==> src/rtl/rgb_arbiter.sv <==
// Two-requester round-robin front end for a colour lookup memory.
// Grants are combinational; a {valid, id} tag shift register returns results in grant order.
module rgb_arbiter #(
  parameter int unsigned LATENCY = 1
) (
  input  logic        clk,
  input  logic        rst,
  input  logic        req0,
  input  logic [2:0]  colour0,
  input  logic        req1,
  input  logic [2:0]  colour1,
  output logic        ack0,
  output logic        ack1,
  output logic        mem_en,
  output logic [2:0]  mem_addr,
  input  logic [23:0] mem_rdata,
  output logic [23:0] rgb_out,
  output logic        valid0,
  output logic        valid1
);

  typedef enum logic {
    LAST_0 = 1'b0,
    LAST_1 = 1'b1
  } last_e;

  last_e         r_last;
  logic [LATENCY:0] r_tag_v;
  logic [LATENCY:0] r_tag_id;
  logic [23:0]   r_rgb;

  logic          w_gnt0;
  logic          w_gnt1;

  // On a tie the requester that did not win most recently is served.
  always_comb begin
    w_gnt0 = 1'b0;
    w_gnt1 = 1'b0;
    if (!rst) begin
      if (req0 && req1) begin
        if (r_last == LAST_1) w_gnt0 = 1'b1;
        else                  w_gnt1 = 1'b1;
      end else if (req0) begin
        w_gnt0 = 1'b1;
      end else if (req1) begin
        w_gnt1 = 1'b1;
      end
    end
  end

  always_comb begin
    ack0     = w_gnt0;
    ack1     = w_gnt1;
    mem_en   = w_gnt0 | w_gnt1;
    mem_addr = '0;
    if (w_gnt0)      mem_addr = colour0;
    else if (w_gnt1) mem_addr = colour1;
  end

  // Stage LATENCY-1 lines up with mem_rdata; stage LATENCY drives the valid pulse.
  always_ff @(posedge clk) begin
    if (rst) begin
      r_last   <= LAST_1;
      r_tag_v  <= '0;
      r_tag_id <= '0;
      r_rgb    <= '0;
    end else begin
      r_tag_v  <= {r_tag_v[LATENCY-1:0], mem_en};
      r_tag_id <= {r_tag_id[LATENCY-1:0], w_gnt1};
      if (mem_en) r_last <= w_gnt1 ? LAST_1 : LAST_0;
      if (r_tag_v[LATENCY-1]) r_rgb <= mem_rdata;
    end
  end

  // Valid is masked during reset so a result already in the last stage is dropped too.
  assign rgb_out = r_rgb;
  assign valid0  = r_tag_v[LATENCY] & ~r_tag_id[LATENCY] & ~rst;
  assign valid1  = r_tag_v[LATENCY] &  r_tag_id[LATENCY] & ~rst;

endmodule

==> config.mk <==
export PLATFORM = sky130hd
export DESIGN_NAME = rgb_arbiter
export DESIGN_NICKNAME = d
export VERILOG_FILES = /design/src/rtl/rgb_arbiter.sv
export SDC_FILE = /design/constraint.sdc
export NUM_CORES = 1
export LEC_CHECK = 0
export CAP_MARGIN = 15
export CELL_PAD_IN_SITES_DETAIL_PLACEMENT = 1
export CELL_PAD_IN_SITES_GLOBAL_PLACEMENT = 2
export CORE_UTILIZATION = 22
export DETAILED_ROUTE_END_ITERATION = 8
export GPL_TIMING_DRIVEN = 0
export PLACE_DENSITY_LB_ADDON = 0.1
export SLEW_MARGIN = 20
export SYNTH_ARGS = -nofsm -noshare
export SYNTH_HDL_FRONTEND = slang
export SYNTH_SLANG_ARGS = --single-unit
==> constraint.sdc <==
create_clock -name clk -period 1.4 [get_ports clk]
set_input_delay 0.21 -clock clk [delete_from_list [all_inputs] [get_ports clk]]
set_output_delay 0.21 -clock clk [all_outputs]
set_load 0.05 [all_outputs]
## After elaboration in Yosys (flattened, before gate mapping)

Cells that the tools add are included.

- Register bits: 29
- Input bits: 34
- Output and inout bits: 32
- Word-level logic and storage cells: 24

- Mux-type cells: 12
- Bitwise logic cells: 7
- Reductions and logical operators: 1

Operators by type and width:

| operator | number |
|---|---|
| $mux W1 | 10 |
| $mux W3 | 2 |
| $and A1 B1 Y1 | 4 |
| $not A1 Y1 | 2 |
| $logic_and A1 B1 Y1 | 1 |
| $or A1 B1 Y1 | 1 |

## Logic depth before layout (Yosys ltp)

- Depth after elaboration: 6
- Gate-level depth with buffers: 4
- Mapped depth without buffers: 2

## Least setup slack after synthesis

Ideal clock, no wire load.

- Path kind: reg2out
- Start: register r_last
- End: output port mem_addr[0]
- Arrival time: 1670 ps
- Data required time: 1190 ps
- Path slack: -480 ps
- Stages on the path, launching flop included: 3
- Path buffers: 0
- Cell sequence: dfxtp_1 -> nor2b_1 -> o32ai_1

- Longest elaborated chain between the ends: 5
- Elaborated cells between the ends (all ways): 8
- Those cells by class: 8 x mux

Ends and longest elaborated chain:

| what | RTL line | RTL |
|---|---|---|
| start, declared | 27 | `last_e r_last;` |
| start signal, assigned | 70 | `if (mem_en) r_last <= w_gnt1 ? LAST_1 : LAST_0;` |
| $mux W1 | 41 | `if (r_last == LAST_1) w_gnt0 = 1'b1;` |
| $mux W1 | 40 | `if (req0 && req1) begin` |
| $mux W1 | 39 | `if (!rst) begin` |
| $mux W3 | 57 | `else if (w_gnt1) mem_addr = colour1;` |
| $mux W3 * | 56 | `if (w_gnt0) mem_addr = colour0;` |
| end, declared | 15 | `output logic [2:0] mem_addr,` |

Every way passes the cells marked *; elsewhere a longest branch is shown, timed or not.

## Worst setup path in the final report

- Start: input port colour0[0]
- End: output port mem_addr[0]

- Longest elaborated chain between the ends: 1

Ends and longest elaborated chain:

| what | RTL line | RTL |
|---|---|---|
| start, declared | 9 | `input logic [2:0] colour0,` |
| $mux W3 | 56 |  |

No other way between the ends.

==> flow_metrics.env <==
export IMPL_status="finished with violations"
export IMPL_violations="setup timing"
export IMPL_grt_overflow=0
export IMPL_grt_pass1_wl_um=4800
export IMPL_die_h_um=74.0
export IMPL_rows=25
export IMPL_tightest_slew_ns=0.508
export IMPL_numCtsBuffers=5
export IMPL_hp_start="req1"
export IMPL_synthTopCellsByArea="dfxtp_1 (51%), mux2i_1 (21%), nor2_1 (9.5%)"
export IMPL_regToRegStartpoint="r_tag_v[0]"
export IMPL_min_to="r_tag_v[0]"
export IMPL_grt_start_max_net_pins=11
export IMPL_max_freq_ghz=0.709
export IMPL_wire_per_inst_um=12.6
export IMPL_cts_setup_buffers=0
export IMPL_fin_ws_ns=-0.0105
export IMPL_h_tree_depth=2
export IMPL_total_power_w=0.00234
export IMPL_nNetsFinal=213
export IMPL_fin_skew_ns=0.00282
export IMPL_drtIter0Drc=24
export IMPL_slew_limit_headroom_pct=66.3
export IMPL_synth_top_area_share_pct=50.9
export IMPL_p_seq_share_pct=38.5
export IMPL_start_kind="input pin"
export IMPL_cap_viol_max_count=0
export IMPL_syn_mean_instance_area_um2=10.7
export IMPL_drt_total_wl_um=3120
export IMPL_cts_buffer_depth=2
export IMPL_finalSetupViolations=1
export IMPL_syn_num_nets=141
export IMPL_syn_inst=107
export IMPL_seq_area_frac_synth_pct=50.9
export IMPL_die_w_um=74.0
export IMPL_fin_crit_sh_pct=101
export IMPL_clkPwrFrac_pct=37.9
export IMPL_gp_congestion=0.669
export IMPL_dp_hpwl_um=2320
export IMPL_rsz0062_at_grt="true"
export IMPL_p_sw_w=0.000650
export IMPL_antenna_left=0
export IMPL_cts_hold_fix_buffers=0
export IMPL_clock_sinks=29
export IMPL_switching_share_pct=27.8
export IMPL_criticalPathCategory="input pin to output pin"
export IMPL_fin_crit_ns=1.41
export IMPL_grtUsageTotal_pct=12.0
export IMPL_synth_warnings=0
export IMPL_drcViolationCount=0
export IMPL_r2r_cells=4
export IMPL_min_path_type="input pin to flop"
export IMPL_port_buffers=65
export IMPL_start_util_pct=23.5
export IMPL_ir_drop_mv=0.467
export IMPL_slew_violations=0
export IMPL_via_count=1021
export IMPL_yosysUniqueCellTypes=15
export IMPL_n_antenna_cell=0
export IMPL_cts_root_buffer="clkbuf_8"
export IMPL_r2r_slack_ns=0.41
export IMPL_crit_required_ns=1.19
export IMPL_drive_above_1_share_pct=17.2
export IMPL_holdPathStages=3
export IMPL_io_pins=66
export IMPL_hold_ws_ns=0.349
export IMPL_core_area_mm2=0.00485
export IMPL_worst_setup_path_end_kind="output pin"
export IMPL_firstDrtPassIters=4
export IMPL_clk_latency_ns=0.28
export IMPL_clkSlewWorstSetupHoldPaths_ns=0.06
export IMPL_syn_area_mm2=0.00114
export IMPL_comb_power_share_pct=23.7
export IMPL_cts_tree="built"
export IMPL_p_leak_nw=0.930
export IMPL_grt_pass1_vias=1063
export IMPL_critical_path_arrival_ns=1.20
export IMPL_synth_area_leader_cell="dfxtp_1"
export IMPL_critPathMaxFanout=1
export IMPL_powerDensity_mw_per_mm2=1150
export IMPL_hold_violations=0
export IMPL_viasPerCell=4.13
export IMPL_synth_seq_cells=29
export IMPL_fp_dieArea_mm2=0.00547
export IMPL_p_int_w=0.00169
export IMPL_synthToLayoutAreaGrowth_pct=78.0
export IMPL_antenna_found_initial=0
export IMPL_reg2reg_to="rgb_out[18]"
==> cell families (layout without fill, tap and decap cells) <==
kind of cell | Yosys count | in the layout | share of synthesized area [%]
buf+inv | 8 | 81 | 7.68
simple gates | 41 | 41 | 16.4
flops | 29 | 29 | 50.9
compound gates | 5 | 5 | 3.95
mux | 24 | 24 | 21.1
==> cell usage after synthesis, drive strengths merged <==
cell type	count
nand2b	6
and3b	1
a21bo	1
o32ai	3
buf	7
nor3b	1
nor2	29
nor3	1
mux2i	24
a211o	1
dfxtp	29
nor2b	3
inv	1
==> final cells by class <==
cell class                 instances  area, um2
fill                             556       2820
timing repair buffer              65        617
sequential                        29        584
multi-input combinational         70        541
clock buffer                       7       86.3
buffer                             7       83.8
tap                               67       83.8
clock inverter                     1       30.0
inverter                           1       3.75
==> per-layer routing <==
| metal | vias to the layer above | wire length, um | track usage [%] |
|---|---|---|---|
| li1 | 499 | - | - |
| met1 | 472 | 1180 | 11.9 |
| met2 | 42 | 1630 | 22.2 |
| met3 | 8 | 247 | 3.79 |
| met4 | 0 | 56 | 6.41 |
| met5 | - | 0 | 0 |
==> sequential cells by signal (all words and copies together) (netlist names) <==
name      cells
rgb_out      24
r_tag_id      2
r_last        1
r_tag_v       2
==> power by group through the flow <==
stage | combinational (W) | clock [W] | sequential, W
floorplan | 0.000191 | 0 | 0.00106
global placement | 0.000555 | 0 | 0.000915
detailed placement | 0.000563 | 0 | 0.000919
CTS | 0.000547 | 0.000922 | 0.000900
global route | 0.000585 | 0.000945 | 0.000905
finish | 0.000553 | 0.000885 | 0.000899
==> worst max-delay path, stage by stage <==
cell	delay (ns)
clkdlybuf4s50_1	0.47
nand2b_1	0.09
o32ai_4	0.24
buf_6	0.20
==> worst max path at each step <==
stage | start | to | slack, ns | depth (start not counted)
after floorplan | r_last | mem_addr[0] | -0.48 | 2
after global placement | rst | valid0 | -0.78 | 5
after detailed placement | req1 | mem_addr[0] | -0.84 | 4
after CTS | r_last | mem_addr[0] | -0.03 | 3
after global routing | r_last | ack1 | -0.04 | 3
final | colour0[0] | mem_addr[0] | -0.01 | 4
==> through the flow <==
step | worst slack, ns | util, % | std cells | TNS, ns | cell area, um2
CTS | -0.0305 | 41.3 | 247 | -0.0359 | 2000
global route | -0.0381 | 41.9 | 247 | -0.168 | 2030
global placement | -0.778 | 38.8 | 239 | -6.03 | 1880
finish | -0.0105 | 41.9 | 247 | -0.0105 | 2030
detailed placement | -0.844 | 38.8 | 239 | -6.17 | 1880
floorplan | -0.480 | - | 107 | -1.78 | 1140
==> cells in the final DEF (no fill, tap or decap) <==
cell,instances
nor2_1,29
clkdlybuf4s50_1,29
dfxtp_1,28
dlygate4sd2_1,27
mux2i_1,24
buf_6,9
nand2b_1,6
clkbuf_8,6
buf_2,3
o32ai_4,2
buf_12,2
nor2b_1,2
a21bo_4,1
inv_2,1
nor2b_4,1
nor3_2,1
nor3b_2,1
and3b_1,1
o32ai_2,1
a211o_1,1
clkbuf_1,1
bufinv_16,1
buf_4,1
clkdlybuf4s15_1,1
dfxtp_4,1
==> repair_timing <==
item,CTS,global route
resized for setup,91,8
cloned,0,0
pin swaps,2,0
setup endpoints to repair,32,9
No activity file was read; power rests on OpenSTA's default activity.
